[config.mk]
export PLATFORM = sky130hd
export DESIGN_NAME = pwm_ramp_ctrl
export DESIGN_NICKNAME = d
export VERILOG_FILES = /design/src/rtl/pwm_pkg.sv /design/src/rtl/pwm_channel.sv /design/src/rtl/pwm_ramp_ctrl.sv
export SDC_FILE = /design/constraint.sdc
export NUM_CORES = 1
export LEC_CHECK = 0
export ABC_AREA = 1
export BUFFER_PORTS_ARGS = -buffer_cell sky130_fd_sc_hd__buf_2
export CORE_ASPECT_RATIO = 0.9
export CORE_MARGIN = 2
export CORE_UTILIZATION = 50
export DETAILED_ROUTE_END_ITERATION = 8
export PLACE_DENSITY = 0.75
export RECOVER_POWER = 25
export SKIP_LAST_GASP = 1
export SLEW_MARGIN = 0
export SYNTH_ARGS = -nofsm -noshare
export SYNTH_HDL_FRONTEND = slang
export SYNTH_SLANG_ARGS = --single-unit
[constraint.sdc]
create_clock -name clk -period 2.15 [get_ports clk]
set_input_delay 0.215 -clock clk [delete_from_list [all_inputs] [get_ports clk]]
set_output_delay 0.215 -clock clk [all_outputs]
set_load 0.02 [all_outputs]
[src/rtl/pwm_pkg.sv]
// rtl/pwm_pkg.sv - shared channel state type and width helpers for the PWM ramp controller
package pwm_pkg;

    typedef enum logic [1:0] {
        IDLE     = 2'd0,
        RUN      = 2'd1,
        STOPPING = 2'd2
    } ch_state_e;

    function automatic int duty_width(input int max_duty);
        return $clog2(max_duty + 1);
    endfunction

    function automatic int sel_width(input int channels);
        return (channels > 1) ? $clog2(channels) : 1;
    endfunction

endpackage

[src/rtl/pwm_channel.sv]
// rtl/pwm_channel.sv - one PWM channel: target edit, start/stop FSM, soft ramp of applied duty
module pwm_channel
    import pwm_pkg::*;
#(
    parameter int MAX_DUTY     = 100,
    parameter int STEP         = 10,
    parameter int RAMP_PERIODS = 1,
    localparam int DUTY_W      = duty_width(MAX_DUTY)
) (
    input  logic              clk,
    input  logic              rst,
    input  logic [DUTY_W-1:0] cnt,
    input  logic              period_end,
    input  logic              inc,
    input  logic              dec,
    input  logic              start_stop,
    output logic              pwm_out,
    output logic              running,
    output logic [DUTY_W-1:0] target
);

    localparam int DX     = DUTY_W + 1;
    localparam int RAMP_W = (RAMP_PERIODS > 1) ? $clog2(RAMP_PERIODS) : 1;

    localparam logic [DX-1:0]     MAX_X     = DX'(MAX_DUTY);
    localparam logic [DX-1:0]     STEP_X    = DX'(STEP);
    localparam logic [RAMP_W-1:0] RAMP_LAST = RAMP_W'(RAMP_PERIODS - 1);

    ch_state_e         state_q, state_d;
    logic [DUTY_W-1:0] target_q, target_d;
    logic [DUTY_W-1:0] cur_q, cur_d;
    logic [RAMP_W-1:0] ramp_q, ramp_d;
    logic              pwm_q, pwm_d;
    logic              ramp_step;
    logic [DX-1:0]     tgt_x;
    logic [DX-1:0]     tgt_up;

    always_ff @(posedge clk) begin
        if (rst) begin
            state_q  <= IDLE;
            target_q <= '0;
            cur_q    <= '0;
            ramp_q   <= '0;
            pwm_q    <= 1'b0;
        end else begin
            state_q  <= state_d;
            target_q <= target_d;
            cur_q    <= cur_d;
            ramp_q   <= ramp_d;
            pwm_q    <= pwm_d;
        end
    end

    // Target saturates at both ends; the extra bit keeps target+STEP from wrapping.
    always_comb begin
        tgt_x    = {1'b0, target_q};
        tgt_up   = tgt_x + STEP_X;
        target_d = target_q;
        if (inc && !dec) begin
            target_d = (tgt_up > MAX_X) ? DUTY_W'(MAX_DUTY) : tgt_up[DUTY_W-1:0];
        end else if (dec && !inc) begin
            target_d = (tgt_x < STEP_X) ? '0 : DUTY_W'(tgt_x - STEP_X);
        end
    end

    assign ramp_step = period_end && (ramp_q == RAMP_LAST) && (state_q != IDLE);

    always_comb begin
        ramp_d = ramp_q;
        if (state_q == IDLE) begin
            ramp_d = '0;
        end else if (period_end) begin
            ramp_d = ramp_step ? '0 : ramp_q + RAMP_W'(1);
        end
    end

    always_comb begin
        state_d = state_q;
        cur_d   = cur_q;
        unique case (state_q)
            IDLE: begin
                cur_d = '0;
                if (start_stop) state_d = RUN;
            end
            RUN: begin
                if (ramp_step) begin
                    if (cur_q < target_q)      cur_d = cur_q + DUTY_W'(1);
                    else if (cur_q > target_q) cur_d = cur_q - DUTY_W'(1);
                end
                if (start_stop) state_d = STOPPING;
            end
            STOPPING: begin
                if (ramp_step) begin
                    if (cur_q == '0) state_d = IDLE;
                    else             cur_d = cur_q - DUTY_W'(1);
                end
                // A restart wins over the drop to IDLE and resumes from the present cur.
                if (start_stop) state_d = RUN;
            end
            default: begin
                state_d = IDLE;
                cur_d   = '0;
            end
        endcase
    end

    assign pwm_d   = (state_q != IDLE) && (cnt < cur_q);
    assign pwm_out = pwm_q;
    assign running = (state_q != IDLE);
    assign target  = target_q;

endmodule

[src/rtl/pwm_ramp_ctrl.sv]
// rtl/pwm_ramp_ctrl.sv - multi-channel PWM controller with shared period counter and duty display mux
module pwm_ramp_ctrl
    import pwm_pkg::*;
#(
    parameter int CHANNELS     = 2,
    parameter int MAX_DUTY     = 100,
    parameter int STEP         = 10,
    parameter int PRESC        = 1,
    parameter int RAMP_PERIODS = 1,
    localparam int DUTY_W      = duty_width(MAX_DUTY),
    localparam int SEL_W       = sel_width(CHANNELS)
) (
    input  logic                clk,
    input  logic                rst,
    input  logic [SEL_W-1:0]    ch_sel,
    input  logic                swt_increase,
    input  logic                swt_decrease,
    input  logic                swt_start_stop,
    output logic [CHANNELS-1:0] pwm_out,
    output logic [CHANNELS-1:0] motor_running,
    output logic [DUTY_W-1:0]   disp_duty
);

    localparam int PRESC_W = (PRESC > 1) ? $clog2(PRESC) : 1;

    localparam logic [PRESC_W-1:0] PRESC_LAST = PRESC_W'(PRESC - 1);
    localparam logic [DUTY_W-1:0]  CNT_LAST   = DUTY_W'(MAX_DUTY - 1);

    logic [PRESC_W-1:0] presc_q, presc_d;
    logic [DUTY_W-1:0]  cnt_q, cnt_d;
    logic               tick;
    logic               period_end;
    logic [CHANNELS-1:0] sel_hit;
    logic [DUTY_W-1:0]  target [CHANNELS];

    always_ff @(posedge clk) begin
        if (rst) begin
            presc_q <= '0;
            cnt_q   <= '0;
        end else begin
            presc_q <= presc_d;
            cnt_q   <= cnt_d;
        end
    end

    always_comb begin
        tick       = (presc_q == PRESC_LAST);
        period_end = tick && (cnt_q == CNT_LAST);
        presc_d    = tick ? '0 : presc_q + PRESC_W'(1);
        cnt_d      = cnt_q;
        if (tick) cnt_d = (cnt_q == CNT_LAST) ? '0 : cnt_q + DUTY_W'(1);
    end

    // Out-of-range selects match no channel, so their pulses are dropped and the display reads 0.
    for (genvar i = 0; i < CHANNELS; i++) begin : g_ch
        assign sel_hit[i] = (int'(ch_sel) == i);

        pwm_channel #(
            .MAX_DUTY    (MAX_DUTY),
            .STEP        (STEP),
            .RAMP_PERIODS(RAMP_PERIODS)
        ) u_ch (
            .clk       (clk),
            .rst       (rst),
            .cnt       (cnt_q),
            .period_end(period_end),
            .inc       (swt_increase & sel_hit[i]),
            .dec       (swt_decrease & sel_hit[i]),
            .start_stop(swt_start_stop & sel_hit[i]),
            .pwm_out   (pwm_out[i]),
            .running   (motor_running[i]),
            .target    (target[i])
        );
    end

    always_comb begin
        disp_duty = '0;
        for (int i = 0; i < CHANNELS; i++) begin
            if (sel_hit[i]) disp_duty = target[i];
        end
    end

endmodule

* Yosys cells after proc, flatten, opt, wreduce, memory -nomap -nowiden
Cells that the tools add are included.
Storage, ports and cells: logic and storage cells 131, output and inout bits 11, flip-flop bits (word level) 44, input bits 6
Cells by class: equal/unequal tests 21, bitwise operators 10, reduce and logical (&&, ||, !) cells 30, $add $sub $neg 12, order comparisons 10, multiplexer cells 36
Operator list (count):
- 7-bit 2-to-1 mux | 20
- 7-bit less-than comparator | 4
- 7-bit one-hot mux with 2 select lines | 2
- 7-bit by 1-bit adder with 7-bit output, second input constant | 3
- 2-bit 2-to-1 mux | 10
- 3-bit by 1-bit inequality test with 1-bit output, second input constant | 6
- 7-bit by 4-bit adder with 8-bit output, second input constant | 2
- 8-bit by 7-bit greater-than comparator with 1-bit output, second input constant | 2
- 2-bit by 1-bit inequality test with 1-bit output, second input constant | 8
- 4-bit AND reduction | 4
- 7-bit greater-than comparator | 2
- 7-bit zero test | 2
- 7-bit by 4-bit less-than comparator with 1-bit output, second input constant | 2
- 7-bit by 1-bit subtractor with 7-bit output, second input constant | 2
- 7-bit by 4-bit subtractor with 7-bit output, second input constant | 2
- 2-bit one-hot mux with 3 select lines | 2
- 1-bit logical AND | 11
- 2-bit nonzero test | 4
- 7-bit == test, second input constant | 1
- 1-bit bitwise AND | 6
- 2-bit OR reduction | 3
- 2-bit by 1-bit == test with 1-bit output, second input constant | 2
- 2-bit == test, second input constant | 2
- 1-bit zero test | 4
- 5 further kinds | 13

* Longest topological paths before layout
word-level depth 7, depth in mapped cells 13, mapped depth without buffers 13

* Modules after synthesis
A second synthesis with hierarchy kept.
Unflattened totals: cell total of the unflattened synthesis 584, area, all modules 3883.7 sq um
By module, submodules not included:
- pwm_channel (g_ch[0].u_ch) | area an instance 1722.9 sq um, instances 1, cells an instance 255
- pwm_channel (g_ch[1].u_ch) | area an instance 1649.1 sq um, instances 1, cells an instance 253
- pwm_ramp_ctrl | area an instance 511.7 sq um, instances 1, cells an instance 76

* Worst setup path before layout
Ideal clock, no wire load.
path kind register -> register, from register g_ch[0].u_ch.target_q[1], to register g_ch[0].u_ch.cur_q[3], period minus slack after synthesis 1759 ps, slack 391 ps, data arrival time 1630 ps, stages on the path, launching flop included 10, path through dfxtp_1 inv_1 ha_1 o21a_1 o21ai_0 nand3b_1 nand3_1 o21ai_0 nand2_1 a21oi_1
On the way: cells in the longest elaborated chain, start to end 4, elaborated cells on any way between the ends 7, classes of those cells order compare: 2; eq/ne: 1; mux: 3; reduce/logical: 1
Ends and longest elaborated chain:
- start: declaration | line pwm_channel.sv:30 | logic [DUTY_W-1:0] target_q, target_d;
- start signal: assignment | line pwm_channel.sv:47 | target_q <= target_d;
- 7-bit less-than comparator | line pwm_channel.sv:87 | if (cur_q < target_q) cur_d = cur_q + DUTY_W'(1);
- 7-bit 2-to-1 mux | line pwm_channel.sv:87
- 7-bit 2-to-1 mux | line pwm_channel.sv:86 | if (ramp_step) begin
- 7-bit one-hot mux with 2 select lines | line pwm_channel.sv:80 | unique case (state_q)
- end signal: assignment | line pwm_channel.sv:48 | cur_q <= cur_d;
- end: declaration | line pwm_channel.sv:31 | logic [DUTY_W-1:0] cur_q, cur_d;
Several ways; a longest one is shown, not always the timed one. The select of a mux whose other input is x is not followed. A chain may end at the register's enable or synchronous reset.

* Worst setup path after layout
Ends and elaborated chain as after synthesis.

==> results_dict.tcl <==
set metrics [dict create \
    postSynthAreaPerCell_um2 6.57 \
    hold_class "in -> reg" \
    die_w_um 95.2 \
    required_ns 2.38 \
    clock-sinks 42 \
    p_leak_nw 1.90 \
    r2r_end "g_ch[0].u_ch.cur_q[3]$_SDFFE_PP0P_" \
    worstMarginPinSlew_ns 0.512 \
    finalHoldViolations 0 \
    die_h_um 86.1 \
    die_area_mm2 0.00820 \
    wl_um 8640 \
    cts_buffers 5 \
    p_sw_share_pct 38.0 \
    antennaDiodeCount 0 \
    placed_cells_incl_taps 671 \
    drc 0 \
    io_buffers 15 \
    gr-usage-met1_pct 29.3 \
    seq_area_frac_synth_pct 22.5 \
    grt_busiest_layer "met2" \
    rr_worst_depth 8 \
    overflow 0 \
    ys_types 38 \
    worst-path-buf-inv 1 \
    min_period_ns 1.97 \
    crit_fanout 5 \
    grt_pass1_vias 3425 \
    grt_use_met3_pct 3.43 \
    critPathKind "reg -> reg" \
    area_growth_pct 7.55 \
    max_cap_violations 0 \
    cp-start-kind "flop" \
    grt_first_pass_wirelength_um 15100 \
    seq_power_share_pct 33.5 \
    holdCritStartpoint "swt_start_stop" \
    ant_nets 0 \
    grt_max_degree 22 \
    endpoint_kind "flop" \
    layout.cells.non_filler 679 \
    cts_root_buf "clkbuf_8" \
    initial_core_util_pct 52.4 \
    pwr-share-comb_pct 37.2 \
    core_mm2 0.00715 \
    finalMaxSlewViolations 0 \
    via_per_inst 5.36 \
    p_per_area_mw_per_mm2 671 \
    antenna_found_initial 0 \
    reg2reg_from "g_ch[0].u_ch.target[1]$_SDFFE_PP0P_" \
    clk_latency_ns 0.31 \
    min_path_cells 4 \
    path_cells "inv_1 -> ha_1 -> o21a_1 -> o21ai_1 -> nand3_1 -> o21ai_0 -> nand2_1 -> a21oi_1" \
    slew_headroom_pct 65.5 \
    rows 29 \
    arrival_ns 2.19 \
    wl_per_cell_um 12.7 \
    grt_use_met2_pct 39.1 \
    slowest_stage "dfxtp_1" \
    cts_hold_buf 0 \
    layout_common_cells "136 x nand2_1, 70 x inv_1, 54 x nand3_1" \
    h-tree-depth 2 \
    syn_area_mm2 0.00374 \
    irDropWorstVdd_v 0.000399 \
    io_pins 17 \
    rsz0062_at_grt "false" \
    p_sw_mw 1.03 \
    multi_input_area_mm2 0.00254 \
    fin_util_pct 56.3 \
    layout_commonest_cell "nand2_1" \
    intPower_mw 1.68 \
    status "finished clean" \
    ys_ff_latch 42 \
    grt_util_all_layers_pct 22.6 \
    r2r_setup_slack_ns 0.18 \
    cts_tree "built" \
    period_share_pct 91.4 \
    finClkSkew_ns 0.0114 \
    slowest_delay_ns 0.40 \
    place_hpwl_um 6660 \
    path_clk_slew_ns 0.10 \
    drive_gt1_share_pct 7.68 \
    drt_pre_antenna_iters 5 \
    min_to "g_ch[1].u_ch.state_q[1]$_SDFFE_PP0P_" \
    async_reset_ff_share_pct 0 \
    ys_warn_count 0 \
    setup_slack_ns 0.184 \
    max_freq_mhz 509 \
    fin_setup_tns_ns 0 \
    cp_top_family "compound AO/OA/AOI/OAI gates" \
    clock_path_buffers 2 \
    vias 3638 \
    nets 636 \
    p_clk_share_pct 29.4 \
    final-setup-viol-count 0 \
    ff_latch_area_um2 843 \
    syn_inst 570 \
    fillers 694 \
    drt_iter0_markers 182 \
    pre_cts_ws_ns 0.141 \
    synth_edf_count 0 \
    gp_congestion 0.918 \
    yosys_most_used_dff "dfxtp_1" \
]
-- layout make-up --
| type | instances | share of cell area (%) |
|---|---|---|
| clock buffers | 6 | 2.05 |
| clock inverters | 2 | 1.49 |
| inverters | 72 | 6.71 |
| multi-input cells | 443 | 63.1 |
| flip-flops and latches | 42 | 20.9 |
| well taps | 93 | 2.89 |
| repair buffers | 21 | 2.77 |
-- how the worst max path moves through the flow --
stage / start / endpoint / slack [ns] / cells past startpoint
floorplan: g_ch[0].u_ch.target[1]$_SDFFE_PP0P_ / g_ch[0].u_ch.cur_q[3]$_SDFFE_PP0P_ / 0.39 / 9
global placement: g_ch[1].u_ch.target[1]$_SDFFE_PP0P_ / g_ch[1].u_ch.cur_q[2]$_SDFFE_PP0P_ / 0.26 / 8
detailed placement: g_ch[1].u_ch.target[1]$_SDFFE_PP0P_ / g_ch[1].u_ch.cur_q[2]$_SDFFE_PP0P_ / 0.14 / 8
CTS: g_ch[0].u_ch.target[1]$_SDFFE_PP0P_ / g_ch[0].u_ch.cur_q[3]$_SDFFE_PP0P_ / 0.1 / 8
global route: g_ch[0].u_ch.target[6]$_SDFFE_PP0P_ / g_ch[0].u_ch.cur_q[6]$_SDFFE_PP0P_ / 0.005 / 11
finish: g_ch[0].u_ch.target[1]$_SDFFE_PP0P_ / g_ch[0].u_ch.cur_q[3]$_SDFFE_PP0P_ / 0.18 / 8
-- tightest hold or removal path, cell delays in order --
cell and delay (ns):
buf_2 0.10, nand2_1 0.10, nand3_1 0.10, a21oi_1 0.06
-- logic make-up after synthesis --
logic type,synth area share (%)
simple gates,32.6
xor+xnor,5.61
flops,22.5
compound gates,14.6
other cells,0.100
buf+inv,9.66
fa+ha+maj,15.0
-- state kept, by name, indices dropped and copies added (netlist names) --
signal	count
g_ch.u_ch.cur_q	14
g_ch.u_ch.target	12
cnt_q	7
g_ch.u_ch.state_q	4
g_ch.u_ch.pwm_out	2
g_ch.u_ch.ramp_q	2
presc_q	1
-- Yosys cell counts, types with 2 or more instances --
cell,count,area (um^2)
buf_4,5,37.5
nor3b_1,3,22.5
buf_2,3,15.0
nand2_1,136,510
o21a_1,4,30.0
nor4_1,2,12.5
a21oi_1,50,250
or2_2,3,18.8
inv_1,70,263
clkbuf_1,2,7.51
dfxtp_1,42,841
nand3_1,54,270
nand4_1,4,25.0
xor2_1,23,201
nor2_8,2,40.0
inv_2,2,7.51
o21ai_0,43,215
nand3b_1,2,15.0
nand2_4,2,22.5
o211ai_1,2,15.0
ha_1,45,563
nor2_1,37,139
nand2_2,7,43.8
clkbuf_2,2,10.0
nor3_1,10,50.1
nor2_2,2,12.5
a211oi_1,2,15.0
-- power groups by stage --
stage / Clock, mW / Combinational [mW] / Sequential, mW
6_report: 0.794 / 1.00 / 0.904
3_3_place_gp: 0 / 0.963 / 0.917
3_5_place_dp: 0 / 0.987 / 0.920
2_1_floorplan: 0 / 0.801 / 0.901
4_1_cts: 0.808 / 0.996 / 0.901
5_1_grt: 0.849 / 1.15 / 0.914
-- metrics by stage --
step / power [mW] / hold WS (ns) / cell area [um^2]
finish: 2.70 / 0.304 / 4030
global route: 2.91 / 0.308 / 4030
CTS: 2.71 / 0.303 / 4040
detailed placement: 1.91 / 0.459 / 3890
global placement: 1.88 / 0.450 / 3890
floorplan: 1.70 / 0.441 / 3750
-- routing by layer --
metal	routed length [um]	up-vias
met2	4070	81
met4	108	0
li1	-	1902
met5	0	-
met1	4100	1642
met3	361	13
-- repair_timing --
| action | CTS | global route |
|---|---|---|
| endpoints found under the setup margin | 0 | 9 |
| gates resized for setup | 0 | 4 |
| setup buffers | 0 | 0 |
Note: power is estimated with default switching activity, not from simulation.
